**config.mk**
```make
export PLATFORM = sky130hd
export DESIGN_NAME = dff_pipe_sync
export DESIGN_NICKNAME = d
export VERILOG_FILES = /design/src/rtl/dff_pipe_stage.sv /design/src/rtl/dff_pipe_sync.sv
export SDC_FILE = /design/constraint.sdc
export NUM_CORES = 1
export LEC_CHECK = 0
export CAP_MARGIN = 10
export CORE_MARGIN = 1
export CORE_UTILIZATION = 50
export CTS_BUF_LIST = sky130_fd_sc_hd__clkbuf_4 sky130_fd_sc_hd__clkbuf_8 sky130_fd_sc_hd__clkbuf_16
export DETAILED_ROUTE_END_ITERATION = 10
export GPL_TIMING_DRIVEN = 0
export HOLD_SLACK_MARGIN = 0.03
export PLACE_DENSITY = 0.83
export SLEW_MARGIN = 20
export SYNTH_ARGS = -nofsm -noshare
export SYNTH_HDL_FRONTEND = slang
export SYNTH_SLANG_ARGS = --single-unit
```
**constraint.sdc**
```tcl
create_clock -name clk -period 4.65 [get_ports clk]
set_input_delay 1.395 -clock clk [delete_from_list [all_inputs] [get_ports clk]]
set_output_delay 1.395 -clock clk [all_outputs]
set_load 0.1 [all_outputs]
```
**src/rtl/dff_pipe_stage.sv**
```systemverilog
// One register stage of the flow-controlled pipe: loads the upstream word when the
// chain says it may advance, otherwise holds; rst/clr force the empty reset state.
module dff_pipe_stage #(
  parameter int              WIDTH   = 8,
  parameter logic [WIDTH-1:0] RST_VAL = '0
) (
  input  logic             clk,
  input  logic             rst,
  input  logic             clr,
  input  logic             adv,
  input  logic             v_in,
  input  logic [WIDTH-1:0] d_in,
  output logic             v_out,
  output logic [WIDTH-1:0] d_out
);

  always_ff @(posedge clk) begin
    if (rst || clr) begin
      v_out <= 1'b0;
      d_out <= RST_VAL;
    end else if (adv) begin
      v_out <= v_in;
      d_out <= d_in;
    end
  end

endmodule

```
**src/rtl/dff_pipe_sync.sv**
```systemverilog
// DEPTH-stage retiming pipe with valid/ready back-pressure, bubble collapsing,
// synchronous flush, occupancy count and an inverted copy of the output word.
module dff_pipe_sync #(
  parameter int               WIDTH   = 8,
  parameter int               DEPTH   = 4,
  parameter logic [WIDTH-1:0] RST_VAL = '0,
  localparam int              CNT_W   = $clog2(DEPTH + 1)
) (
  input  logic             clk,
  input  logic             rst,
  input  logic             flush,
  input  logic             in_valid,
  input  logic [WIDTH-1:0] in_data,
  output logic             in_ready,
  output logic             out_valid,
  output logic [WIDTH-1:0] out_data,
  output logic [WIDTH-1:0] out_data_n,
  input  logic             out_ready,
  output logic [CNT_W-1:0] count
);

  logic [DEPTH-1:0]            v;
  logic [DEPTH-1:0][WIDTH-1:0] d;
  logic [DEPTH-1:0]            adv;
  logic                        adv_run;
  logic                        accept;
  logic                        consume;

  // A stage may move if it or any stage downstream of it is empty, or the consumer pops.
  always_comb begin
    adv     = '0;
    adv_run = out_ready;
    for (int i = DEPTH - 1; i >= 0; i--) begin
      adv_run = adv_run | ~v[i];
      adv[i]  = adv_run;
    end
  end

  assign in_ready = adv[0] & ~rst & ~flush;
  assign accept   = in_valid & in_ready;
  assign consume  = out_valid & out_ready;

  for (genvar i = 0; i < DEPTH; i++) begin : g_stage
    logic             v_in;
    logic [WIDTH-1:0] d_in;
    if (i == 0) begin : g_head
      assign v_in = accept;
      assign d_in = in_data;
    end else begin : g_body
      assign v_in = v[i-1];
      assign d_in = d[i-1];
    end
    dff_pipe_stage #(.WIDTH(WIDTH), .RST_VAL(RST_VAL)) u_stage (
      .clk   (clk),
      .rst   (rst),
      .clr   (flush),
      .adv   (adv[i]),
      .v_in  (v_in),
      .d_in  (d_in),
      .v_out (v[i]),
      .d_out (d[i])
    );
  end

  assign out_valid  = v[DEPTH-1];
  assign out_data   = d[DEPTH-1];
  assign out_data_n = ~out_data;

  always_ff @(posedge clk) begin
    if (rst || flush) begin
      count <= '0;
    end else if (accept && !consume) begin
      count <= count + 1'b1;
    end else if (consume && !accept) begin
      count <= count - 1'b1;
    end
  end

endmodule

```
==> metrics, run 1 <==
status=complete, but fails checks; violated checks=DRC; Mean Syn Cell Area=~8.0 um^2; pwr dens=between 300 and 400 mW/mm^2; Die Height=roughly 57 um; kind of critical path=primary input to primary output; hpwl dp=~2.0 mm; DP Worst Slack=-0.443 ns; Critical Path RT=~3.3 ns; filler cell count=264; largest net degree at the start of global routing=14; area grow syn2layout=30.1%; Iteration-0 DRC Markers=31; Die X=56.8 um; Sequential Power Share=0.559; Rows=19; layout cells sized above 1=0.0658; Pwr Total=about 0.00061 W; I/O Buffers=33; latest clock arrival within the worst-skew pair=between 0.3 and 0.4 ns; first-pass GRT wire length=4.80 mm; Setup Skew=around 0.011 ns; DRT antenna net count=0; Ports=34; hold buffer count at CTS=0; gpl congestion=around 0.8; Net Sw Frac=0.233; DRC violations left=2; reg2reg start=g_stage[3].u_stage.v_out$_SDFFE_PP0P_; antenna violations before repair=0; wire per inst=about 11 um; largest family of logic cells by synthesized area=simple AND/OR/NAND/NOR gates; initial cell density of the core=0.534; Cell variety after synth=27; Post-Syn Nets=between 200 and 250; Period minus WS final=4.52 ns; Worst setup SP type=primary input; vias in the first global route=approximately 1100; hold_ws=between 0.4 and 0.5 ns; Worst Slack Setup Final=~0.13 ns; CTS Sinks=39; simple-gate area share of the yosys netlist=0.229; Synth Cell Area=0.00150 mm^2; Comb power frac=0.068; Slew headroom=0.350; Hold Vio Cnt, Final=0; vias per cell=between 4 and 5; CTS root buf=clkbuf_4; Final setup viols=0; CP Max Fanout=10; grt ovf=0; total die area=~0.0032 mm^2; Int Power=0.000471 W; CTS Buf Count=5; drt pass-1 iters=7; RSZ-0062 raised after global routing=no; clock power share=0.372; Post-Synth XOR/XNOR Area=0.0117; CTS clk-pin slew, worst paths=0.12 ns; post-synthesis sequential area ratio=0.521; maximum VDD drop=0.173 mV; worst min-delay path class=flop to flop; Post-Layout Cell Count=259; Worst Max-Slew Pin Slew=between 0.9 and 1 ns; CP Launch Point=rst; # nets final=approximately 240; CTS Buffer Depth=2; hold_sp=g_stage[2].u_stage.d_out[7]$_SDFFE_PP0P_; Max Cap Viol=0; proportion of synthesized area in mux cells=0.00668; Fmax achieved=221 MHz; CP endpoint kind=primary output; post-placement cell count=about 250; CORE AREA=0.00281 mm^2; Ys Warns=0; Syn Inst Count=187; critical path arrival=3.13 ns; n_diodes=0; routed via count=~1300; GRT Util Overall=0.202; Synth Register Bits=39; P_sw=around 0.00014 W; Final Slew Violations=0; Synth Area in Compound Gates=0.145; routed wire length=2.88 mm; synthesized-area fraction occupied by adder cells=0.0217; static leakage=approximately 0.67 nW; CTS tree=yes; CTS H-Tree Depth=2; period utilisation layout=0.972
-- cell type report --
class,count,area (um^2),share of cell area
Sequential cell,39,781,0.400
Timing Repair Buffer,33,332,0.170
Clock inverter,3,43.8,0.0225
Clock buffer,5,37.5,0.0192
Buffer,12,63.8,0.0327
Tap cell,31,38.8,0.0199
Inverter,9,33.8,0.0173
Multi-Input combinational cell,127,621,0.318
-- path summary, 6_finish.rpt --
kind / endpoint / slack (ns) / cells past startpoint
hold / removal: g_stage[2].u_stage.d_out[7]$_SDFFE_PP0P_ / 0.46 / 2
hold reg to reg: g_stage[2].u_stage.d_out[7]$_SDFFE_PP0P_ / 0.46 / 2
setup / recovery: in_ready / 0.13 / 6
setup reg to reg: count[2]$_SDFFE_PP0P_ / 2.33 / 9
-- critical path, cell delays in order --
cell and delay, ns:
clkdlybuf4s50_1 0.41, or2_1 0.22, clkbuf_1 0.13, clkbuf_1 0.25, nor2_1 0.15, clkdlybuf4s15_2 0.57
-- per-stage QoR --
| step | util | instance area (um^2) | setup TNS [ns] |
|---|---|---|---|
| 5_1_grt | 0.695 | 1950 | 0 |
| 3_3_place_gp | 0.666 | 1870 | -0.452 |
| 3_5_place_dp | 0.666 | 1870 | -0.443 |
| 6_report | 0.695 | 1950 | 0 |
| 4_1_cts | 0.695 | 1950 | 0 |
| 2_1_floorplan | - | 1500 | 0 |
-- cell families after synthesis --
logic type | count (synthesis)
AND/OR/NAND/NOR | 79
AO/OA/AOI/OAI | 43
adder cells (fa/ha/maj) | 2
XOR/XNOR | 2
multiplexers | 1
buffers and inverters | 21
flip-flops | 39
-- placed cells by master (no fill, tap or decap), types with 2 or more instances in the layout --
cell type / n
clkdlybuf4s50_1: 32
xor2_1: 2
inv_1: 9
buf_4: 2
nand2_1: 50
nand3_1: 8
nor2_1: 11
o21ai_0: 9
buf_2: 2
clkbuf_4: 5
a21oi_1: 33
clkbuf_1: 6
dfxtp_1: 39
-- cells in the mapped netlist --
master / n / area [um^2]
mux2i_1: 1 / 10.0
nand2_1: 50 / 188
o21a_1: 1 / 7.51
nand4b_1: 1 / 8.76
inv_1: 9 / 33.8
nand3b_1: 1 / 7.51
ha_1: 1 / 12.5
nand3_1: 8 / 40.0
buf_4: 2 / 15.0
fa_1: 1 / 20.0
o21ai_0: 9 / 45.0
and3b_1: 1 / 8.76
nor2_1: 11 / 41.3
or3_1: 1 / 6.26
and4b_1: 1 / 10.0
a21oi_1: 33 / 165
and2_1: 1 / 6.26
xor2_1: 2 / 17.5
buf_2: 2 / 10.0
clkbuf_1: 6 / 22.5
or2_1: 1 / 6.26
nand2b_1: 1 / 6.26
dfxtp_1: 39 / 781
clkbuf_2: 1 / 5.00
nor3b_1: 1 / 7.51
nor2b_1: 1 / 6.26
buf_6: 1 / 11.3
-- flip-flops by register name, summed over array words and instances, names as in the netlist --
| signal | flops |
|---|---|
| count | 3 |
| g_stage.u_stage.d_out | 32 |
| g_stage.u_stage.v_out | 4 |
-- timing repair --
action | 4_1_cts | 5_1_grt
gates resized for setup | 3 | 0
setup buffers | 0 | 0
endpoints found under the setup margin | 1 | 0
-- metal layers --
metal | track usage | up-vias | part of all wire
met4 | 0.101 | 0 | 0.021
li1 | - | 690 | -
met3 | 0.0760 | 7 | 0.055
met1 | 0.244 | 548 | 0.48
met5 | 0 | - | 0
met2 | 0.313 | 36 | 0.44
-- power groups by stage --
stage	combinational [W]	clock (W)	sequential (W)
2_1_floorplan	0.0000195	0	0.000355
3_3_place_gp	0.0000414	0	0.000350
6_report	0.0000418	0.000228	0.000343
4_1_cts	0.0000419	0.000233	0.000343
5_1_grt	0.0000450	0.000249	0.000344
3_5_place_dp	0.0000416	0	0.000350
No activity file was read; power rests on OpenSTA's default activity.
==> inputs of run 2 (changes only) <==
==> constraint.sdc (replaced) <==
create_clock -name clk -period 5.8 [get_ports clk]
set_input_delay 1.74 -clock clk [delete_from_list [all_inputs] [get_ports clk]]
set_output_delay 1.74 -clock clk [all_outputs]
set_load 0.1 [all_outputs]
==> run 2 against run 1 <==
  * The run still ends with DRC left
  * Sequential share of layout area is 0.051 points higher
  * Via count did not move
  * Setup slack gained 0.17 ns
  * Critical path depth did not move
  * Critical path type unchanged
  * Critical endpoint unchanged
  * Highest routed layer unchanged
==> metrics, run 2 (synthesis gave the netlist of run 1 again) <==
most frequent cells in the layout=nand2_1 (50), dfxtp_1 (39), a21oi_1 (33); total die area=approximately 0.0032 mm^2; R2R cell count=9; routed via count=~1300; CTS tree=yes; DRC violations left=2; setup slack, reg-to-reg=~3.5 ns; Final Slew Violations=0; Int Power=~0.00038 W; routed wire length=~2.9 mm; max reg flops=32; RSZ-0062 raised after global routing=no; CTS Buf Count=5; Biggest register=g_stage.u_stage.d_out; CTS H-Tree Depth=2; gpl congestion=around 0.8; worst r2r dst=count[2]$_SDFFE_PP0P_; kind of critical path=primary input to primary output; most common cell after layout, fill and taps aside=nand2_1; I/O Buffers=33; vias in the first global route=roughly 1100; hpwl dp=1.98 mm; worst setup path endpoint=in_ready; CTS root buf=clkbuf_4; fin util=0.694; P_sw=about 0.00011 W; antenna violations before repair=0; Worst setup SP type=primary input; Setup Skew=0.0112 ns; CORE AREA=0.00281 mm^2; Comb power frac=0.068; Die X=around 57 um; grt ovf=0; pwr dens=around 250 mW/mm^2; hold path depth=2; vias per cell=just under 5; DRT antenna net count=0; CP endpoint kind=primary output; Net Sw Frac=0.233; Critical Path RT=4.06 ns; initial cell density of the core=0.534; largest net degree at the start of global routing=14; hold buffer count at CTS=0; clock power share=0.373; post-CTS setup buffers=0; drt pass-1 iters=7; Setup TNS=0 ns; Iteration-0 DRC Markers=31; CP Launch Point=rst; Hold Vio Cnt, Final=0; static leakage=0.670 nW; critical path arrival=about 3.8 ns; status=complete, but fails checks; worst min-delay path class=flop to flop; post-placement cell count=about 250; CTS clk-pin slew, worst paths=~0.12 ns; first-pass GRT wire length=~4.8 mm; largest registers=g_stage.u_stage.d_out x32, g_stage.u_stage.v_out x4, count x3; Slew headroom=0.350; Fmax achieved=between 150 and 200 MHz; Post-Layout Cell Count=between 200 and 300; Max Cap Viol=0; Sequential Power Share=0.560; CTS Buffer Depth=2; CTS Sinks=39; # nets final=242; latest clock arrival within the worst-skew pair=between 0.3 and 0.4 ns; reg2reg start=g_stage[3].u_stage.v_out$_SDFFE_PP0P_; Die Height=about 57 um; layout cells sized above 1=0.0614; maximum VDD drop=between 0.1 and 0.15 mV; n_diodes=0; wire per inst=11.1 um; area grow syn2layout=30.0%; Rows=19; Worst Max-Slew Pin Slew=between 0.9 and 1 ns; period utilisation layout=0.948; CP Max Fanout=10; Ports=34; Period minus WS final=5.50 ns; GRT Util Overall=0.202; Final setup viols=0; violated checks=DRC
## run 2: cell types whose count changed in the layout (fill, tap and decap cells not counted), sizes merged
cell,delta
clkdlybuf4s15,-1
dlygate4sd2,+1
## run 2: layer usage
layer  wire, um  part of all wire  vias up  track usage
met5          0                 0        -            0
met4         61             0.021        0        0.101
met3        157             0.055        7       0.0760
met2       1270              0.44       36        0.313
met1       1380              0.48      548        0.244
li1           -                 -      690            -
## run 2: metrics by stage
stage	cell area, um^2	setup slack, ns	hold WS, ns	total power, W
2_1_floorplan	1500	0.539	0.432	0.000300
3_3_place_gp	1870	0.00776	0.439	0.000314
3_5_place_dp	1870	0.0173	0.444	0.000314
4_1_cts	1950	0.288	0.459	0.000495
5_1_grt	1950	0.212	0.476	0.000511
6_report	1950	0.304	0.460	0.000491
## run 2: how the worst min path moves through the flow
stage / startpoint / slack [ns] / endpoint
2_1_floorplan: g_stage[1].u_stage.d_out[0]$_SDFFE_PP0P_ / 0.43 / g_stage[1].u_stage.d_out[0]$_SDFFE_PP0P_
3_3_place_gp: g_stage[1].u_stage.d_out[2]$_SDFFE_PP0P_ / 0.44 / g_stage[1].u_stage.d_out[2]$_SDFFE_PP0P_
3_5_place_dp: g_stage[1].u_stage.d_out[5]$_SDFFE_PP0P_ / 0.44 / g_stage[1].u_stage.d_out[5]$_SDFFE_PP0P_
4_1_cts: g_stage[0].u_stage.d_out[5]$_SDFFE_PP0N_ / 0.46 / g_stage[1].u_stage.d_out[5]$_SDFFE_PP0P_
5_1_grt: g_stage[2].u_stage.d_out[1]$_SDFFE_PP0P_ / 0.48 / g_stage[2].u_stage.d_out[1]$_SDFFE_PP0P_
6_report: g_stage[2].u_stage.d_out[7]$_SDFFE_PP0P_ / 0.46 / g_stage[2].u_stage.d_out[7]$_SDFFE_PP0P_
## run 2: timing repair
action / in CTS / in global routing
setup endpoints to repair: 1 / 0
hold endpoints to repair: 0 / 0
resized for setup: 1 / 0
## run 2: final cells by class
| cell class | count | area, um^2 |
|---|---|---|
| clock buffer | 5 | 37.5 |
| fill | 265 | 857 |
| multi-input combinational | 127 | 621 |
| tap | 31 | 38.8 |
| sequential | 39 | 781 |
| buffer | 12 | 63.8 |
| clock inverter | 3 | 43.8 |
| timing repair buffer | 33 | 329 |
| inverter | 9 | 33.8 |
## run 2: worst max-delay path: stages
cell	delay (ns)
clkdlybuf4s50_1	0.41
or2_1	0.22
clkbuf_1	0.13
clkbuf_1	0.25
nor2_1	0.14
dlygate4sd2_1	0.86
## run 2: power by group through the flow
stage / clock network, W / registers (W) / logic [W]
3_5_place_dp: 0 / 0.000281 / 0.0000334
6_report: 0.000183 / 0.000275 / 0.0000333
2_1_floorplan: 0 / 0.000285 / 0.0000156
5_1_grt: 0.000200 / 0.000276 / 0.0000359
3_3_place_gp: 0 / 0.000281 / 0.0000332
4_1_cts: 0.000187 / 0.000275 / 0.0000334
